<file path="src/rtl/arch_defs_pkg.sv">
// arch_defs_pkg: widths, opcodes and control-state encoding for the accumulator CPU.
package arch_defs_pkg;
  localparam int DATA_WIDTH = 8;
  localparam int ADDR_WIDTH = 8;
  localparam logic [DATA_WIDTH-1:0] OP_NOP  = 8'h00;
  localparam logic [DATA_WIDTH-1:0] OP_LDA  = 8'h10;
  localparam logic [DATA_WIDTH-1:0] OP_LDI  = 8'h11;
  localparam logic [DATA_WIDTH-1:0] OP_STA  = 8'h20;
  localparam logic [DATA_WIDTH-1:0] OP_ADD  = 8'h30;
  localparam logic [DATA_WIDTH-1:0] OP_SUB  = 8'h31;
  localparam logic [DATA_WIDTH-1:0] OP_JMP  = 8'h40;
  localparam logic [DATA_WIDTH-1:0] OP_OUTA = 8'h50;
  localparam logic [DATA_WIDTH-1:0] OP_OUTM = 8'h51;
  localparam logic [DATA_WIDTH-1:0] OP_HLT  = 8'hFF;
  typedef enum logic [2:0] {FETCH, DECODE, OPERAND, MEMREAD, EXECUTE, HALT} state_e;
  function automatic logic reads_mem(input logic [DATA_WIDTH-1:0] op);
    return op inside {OP_LDA, OP_STA, OP_ADD, OP_SUB, OP_OUTM};
  endfunction
  function automatic logic has_operand(input logic [DATA_WIDTH-1:0] op);
    return reads_mem(op) || op == OP_LDI || op == OP_JMP;
  endfunction
endpackage

</file>
<file path="src/rtl/ram.sv">
// ram: unified program/data memory, synchronous write and 1-cycle registered read.
module ram
  import arch_defs_pkg::*;
(
  input  logic                  clk_i,
  input  logic                  we_i,
  input  logic [ADDR_WIDTH-1:0] addr_i,
  input  logic [DATA_WIDTH-1:0] wdata_i,
  output logic [DATA_WIDTH-1:0] rdata_o
);
  logic [DATA_WIDTH-1:0] mem [0:(1<<ADDR_WIDTH)-1];
  always_ff @(posedge clk_i) begin
    if (we_i) mem[addr_i] <= wdata_i;
    rdata_o <= mem[addr_i];
  end
  task automatic dump();
    for (int i = 0; i < (1 << ADDR_WIDTH); i++)
      if (mem[i] != '0) $display("mem[%02h] = %02h", i, mem[i]);
  endtask
endmodule

</file>
<file path="src/rtl/register_nbit.sv">
// register_nbit: loadable data register with synchronous active-low reset.
module register_nbit
  import arch_defs_pkg::*;
(
  input  logic                  clk_i,
  input  logic                  rst_ni,
  input  logic                  load_i,
  input  logic [DATA_WIDTH-1:0] d_i,
  output logic [DATA_WIDTH-1:0] latched_data
);
  always_ff @(posedge clk_i)
    if (!rst_ni) latched_data <= '0;
    else if (load_i) latched_data <= d_i;
endmodule

</file>
<file path="src/rtl/computer.sv">
// computer: multi-cycle accumulator CPU over a unified RAM.
// Optional COMPUTER_TRACE_EN prints PC/opcode/A per EXECUTE and HALT on entry.
module computer
  import arch_defs_pkg::*;
(
  input  logic                  clk,
  input  logic                  reset,
  output logic [DATA_WIDTH-1:0] out_val
);
  state_e                state_q, state_d;
  logic [ADDR_WIDTH-1:0] pc_q, pc_d, addr;
  logic [DATA_WIDTH-1:0] ir_q, ir_d, opr_q, opr_d, rdata, a_val, a_d, out_d;
  logic                  a_ld, out_ld, we, halt, exec;
  ram u_ram (
    .clk_i  (clk),
    .we_i   (we),
    .addr_i (addr),
    .wdata_i(a_val),
    .rdata_o(rdata)
  );
  register_nbit u_register_A (
    .clk_i       (clk),
    .rst_ni      (reset),
    .load_i      (a_ld),
    .d_i         (a_d),
    .latched_data(a_val)
  );
  register_nbit u_register_OUT (
    .clk_i       (clk),
    .rst_ni      (reset),
    .load_i      (out_ld),
    .d_i         (out_d),
    .latched_data(out_val)
  );
  always_ff @(posedge clk)
    if (!reset) begin
      state_q <= FETCH;
      pc_q    <= '0;
      ir_q    <= '0;
      opr_q   <= '0;
    end else begin
      state_q <= state_d;
      pc_q    <= pc_d;
      ir_q    <= ir_d;
      opr_q   <= opr_d;
    end
  // DECODE prefetches the operand byte; MEMREAD/EXECUTE address memory via the operand.
  always_comb begin
    state_d = state_q;
    pc_d    = pc_q;
    ir_d    = ir_q;
    opr_d   = opr_q;
    exec    = state_q == EXECUTE;
    halt    = state_q == HALT;
    addr    = state_q == DECODE ? pc_q + 1'b1
            : (state_q == MEMREAD || exec) ? ADDR_WIDTH'(opr_q) : pc_q;
    case (state_q)
      FETCH:   state_d = DECODE;
      DECODE: begin
        ir_d    = rdata;
        pc_d    = pc_q + 1'b1;
        state_d = has_operand(rdata) ? OPERAND : EXECUTE;
      end
      OPERAND: begin
        opr_d   = rdata;
        pc_d    = pc_q + 1'b1;
        state_d = reads_mem(ir_q) ? MEMREAD : EXECUTE;
      end
      MEMREAD: state_d = EXECUTE;
      EXECUTE: begin
        pc_d    = ir_q == OP_JMP ? ADDR_WIDTH'(opr_q) : pc_q;
        state_d = ir_q == OP_HLT ? HALT : FETCH;
      end
      default: state_d = HALT;
    endcase
    a_ld   = exec && ir_q inside {OP_LDA, OP_LDI, OP_ADD, OP_SUB, OP_OUTM};
    a_d    = ir_q == OP_LDI ? opr_q
           : ir_q == OP_ADD ? a_val + rdata
           : ir_q == OP_SUB ? a_val - rdata : rdata;
    out_ld = exec && ir_q inside {OP_OUTA, OP_OUTM};
    out_d  = ir_q == OP_OUTA ? a_val : rdata;
    we     = reset && exec && ir_q == OP_STA;
  end
`ifdef COMPUTER_TRACE_EN
  always_ff @(posedge clk)
    if (reset) begin
      if (exec) $display("PC=%02h OP=%02h A=%02h", pc_q, ir_q, a_val);
      if (state_d == HALT && !halt) $display("HALT");
    end
`endif
endmodule

</file>
<file path="config.mk">
export PLATFORM = sky130hd
export DESIGN_NAME = computer
export DESIGN_NICKNAME = d
export VERILOG_FILES = /design/src/rtl/arch_defs_pkg.sv /design/src/rtl/ram.sv /design/src/rtl/register_nbit.sv /design/src/rtl/computer.sv
export SDC_FILE = /design/constraint.sdc
export NUM_CORES = 2
export LEC_CHECK = 0
export CORE_MARGIN = 3
export CORE_UTILIZATION = 32
export CTS_BUF_LIST = sky130_fd_sc_hd__clkbuf_2
export DETAILED_ROUTE_END_ITERATION = 10
export GPL_TIMING_DRIVEN = 0
export HOLD_SLACK_MARGIN = 0.02
export PLACE_DENSITY_LB_ADDON = 0.12
export SLEW_MARGIN = 20
export SYNTH_ARGS = -nofsm -noshare
export SYNTH_HDL_FRONTEND = slang
export SYNTH_SLANG_ARGS = --single-unit
</file>
<file path="constraint.sdc">
create_clock -name clk -period 8.6 [get_ports clk]
set_clock_uncertainty 0.2 [all_clocks]
set_input_delay 0.86 -clock clk [delete_from_list [all_inputs] [get_ports clk]]
set_output_delay 0.86 -clock clk [all_outputs]
set_load 0.01 [all_outputs]
</file>
==> flow_summary.json <==
{
  "hp-class": "input port to flip-flop",
  "drt-wirelength-per-cell_um": 32.6,
  "synth_top_cell_by_area": "edfxtp_1",
  "gr-total-overflow": 0,
  "gp_congestion": 0.972,
  "finalHoldViolations": 0,
  "drtPass1Iterations": 6,
  "grt_max_degree": 73,
  "cts_tree": "built",
  "async_flop_share": 0,
  "critPathKind": "flip-flop to flip-flop",
  "vias_per_cell": 5.46,
  "area_delta_synth_final_pct": 12.8,
  "fin_crit_ps": 7990,
  "dr_wl_met3_mm": 33.6,
  "timing.rr.start": "pc_q[1]",
  "cts_root_buf": "clkbuf_2",
  "leakagePower_uw": 0.0347,
  "hold_path_end": "u_register_A.latched_data[5]",
  "hold_start": "reset",
  "m1WireLength_mm": 150,
  "rrSetupSlack_ps": 610,
  "fin_nets": 7277,
  "port_buffers": 8,
  "pin_count": 10,
  "path_buf_inv": 4,
  "reg2reg_to": "u_ram.mem[176][0]",
  "drt_wl_total_mm": 365,
  "initial_core_util": 0.323,
  "yosysWarnings": 0,
  "drv_cap": 0,
  "postRouteAntennaNets": 0,
  "die_width_um": 522,
  "cp_slowest_cell": "a22oi_1",
  "finalMaxSlewViolations": 0,
  "startpoint_type": "flip-flop",
  "antenna_found_initial": 42,
  "die_h_um": 522,
  "top_layer": "met5",
  "cts_sinks": 2099,
  "arrival_ps": 9100,
  "crit_required_ps": 9710,
  "yosys-top-cells-area": "edfxtp_1 72%, nand2_1 8.2%, nand3_1 4.9%",
  "p_per_area_mw_per_mm2": 243,
  "ys_seq_elements": 2099,
  "clk_pin_slew_ps": 110,
  "vdd_drop_max_mv": 0.110,
  "synth_cells": 6611,
  "synth_nets": 6630,
  "drc": 0,
  "yosysSeqAreaShare": 0.735,
  "drt_iter0_drc": 8650,
  "crit_family": "simple AND/OR/NAND/NOR gates",
  "clockBufferDepth": 4,
  "cpPeakStageDelay_ps": 1020,
  "drive_gt1_frac": 0.175,
  "relSlewSlack": 0.0880,
  "grt_pass1_wl_mm": 487,
  "grt_pass1_vias": 57967,
  "r2r_cells": 11,
  "post-route-period-util": 0.929,
  "path_max_fanout": 10,
  "cts_resized": 0,
  "clock_latency_ps": 1860,
  "yosysUniqueCellTypes": 83,
  "dp_hpwl_mm": 253,
  "die-area_mm2": 0.272,
  "dr_wl_met2_mm": 163,
  "fmax_ghz": 0.125,
  "finalSetupViolCount": 0,
  "holdPathStages": 4,
  "path_cells": "ha_1 -> o21ai_0 -> a22oi_1 -> nand2_2 -> buf_2 -> buf_2 -> clkbuf_1 -> nor2_1 -> nand2_1 -> buf_2 -> nor2_1",
  "routed-via-count": 61084,
  "synth_edf_count": 2048,
  "dp_slack_ps": 1210,
  "synth_top_area_frac": 0.723,
  "avgSynthCellArea_um2": 12.9,
  "crit_top_cell": "buf_2",
  "status": "finished, final reports clean",
  "cts_max_level": 6,
  "syn_area_mm2": 0.0851,
  "ys.flop_type": "edfxtp_1",
  "track_usage": 0.260,
  "rsz0062_at_grt": "no",
  "num_rows": 188,
  "cts_buffers": 588,
  "fin_tns_setup_ps": 0,
  "core_mm2": 0.263,
  "endpoint_kind": "flip-flop",
  "setup_ws_ps": 607,
  "tightestPinTransition_ps": 1370
}
## layout by cell type, fill, tap and decap left out, drive strengths merged, types with 7 or more instances in the layout
cell type,n
and3,47
clkinv,101
a21oi,152
buf,384
a22oi,35
clkdlybuf4s50,8
dfxtp,51
o2111ai,9
o211ai,27
nor4,12
a22o,8
and2,22
o22ai,11
ha,15
a21boi,12
or4,7
bufinv,10
a311oi,52
nor2b,18
inv,36
mux2i,150
xnor2,10
diode,24
nand3,838
edfxtp,2048
a32oi,79
a31oi,75
o31ai,9
nor3,51
nor2,342
a2111oi,8
clkbuf,948
o21ai,52
nand2,1870
nand4,67
clkinvlp,11
## routing by layer
metal	up-vias	track usage
met2	3665	0.399
met5	-	0
li1	25862	-
met1	30780	0.353
met3	771	0.0574
met4	6	0.117
## registers in the layout, summed over array words and instances, names as in the netlist
register	flops
ir_q	8
opr_q	8
pc_q	8
state_q	3
u_ram.mem	2048
u_ram.rdata_o	8
u_register_A.latched_data	8
u_register_OUT.latched_data	8
## timing repair
item                       4_1_cts  5_1_grt
setup endpoints to repair        0        0
hold endpoints to repair        43        0
hold buffers                     2        0
buffers inserted                 0        0
## final cells by class
cell class | instances | area (um2)
multi-input cells | 4059 | 20200
plain buffers | 430 | 2390
clock buffers | 855 | 4280
clock inverters | 135 | 867
diodes | 24 | 60.1
inverters | 23 | 86.3
flip-flops and latches | 2099 | 62600
well taps | 3515 | 4400
fillers | 26266 | 167000
repair buffers | 57 | 1200
## power by group
part	leakage [uW]	switching [uW]	internal, uW	total [uW]
clock network	0.00395	4470	2940	7410
registers	0.0220	87.6	11100	11200
logic	0.00875	3740	993	4730
## through the flow
step	std cells	cell area, um2	utilization	hold WS (ps)	total power [uW]
floorplan	6611	85100	-	269	13500
global placement	10134	89600	0.340	288	16000
detailed placement	10180	90700	0.344	296	16000
CTS	11172	95900	0.364	53.0	23300
global route	11182	96000	0.364	181	24000
finish	11197	96000	0.364	214	23300
## cells by family after synthesis
| family | synth area share |
|---|---|
| buffers and inverters | 0.0289 |
| flip-flops | 0.735 |
| AO/OA/AOI/OAI | 0.0469 |
| AND/OR/NAND/NOR | 0.166 |
| adder cells (fa/ha/maj) | 0.00279 |
| multiplexers | 0.0192 |
| XOR/XNOR | 0.00113 |
## worst max path at each step
stage | start | end | slack (ps) | cells past startpoint
final | pc_q[1] | u_ram.mem[176][0] | 610 | 11
after floorplan | u_register_A.latched_data[1] | u_register_A.latched_data[7] | 2560 | 11
after global routing | pc_q[1] | u_ram.mem[176][1] | 1110 | 11
after global placement | u_register_A.latched_data[1] | u_register_A.latched_data[6] | -4440 | 12
after detailed placement | pc_q[1] | u_ram.mem[138][1] | 1210 | 11
after CTS | pc_q[1] | u_ram.mem[201][3] | 1150 | 11
## tightest hold or removal path, delay by kind of cell
kind | cells | cell delay (ps)
buffers and inverters | 3 | 1070
AO/OA/AOI/OAI | 1 | 180
## Yosys cell counts (10+ instances only)
master / instances
nand2_1: 1869
inv_1: 23
a311oi_1: 52
o211ai_1: 25
edfxtp_1: 2048
ha_1: 15
o21ai_0: 51
nand3_1: 837
clkbuf_1: 92
a21boi_0: 12
nor2b_1: 18
and2_1: 21
xnor2_1: 10
buf_2: 221
a31oi_1: 75
mux2i_1: 150
buf_6: 20
nand4_1: 67
buf_1: 21
a22oi_1: 35
nor3_1: 43
a21oi_1: 152
o22ai_1: 11
buf_4: 70
dfxtp_1: 51
and3_1: 47
nor2_1: 338
a32oi_1: 79
Power figures use the tool's default switching activity.
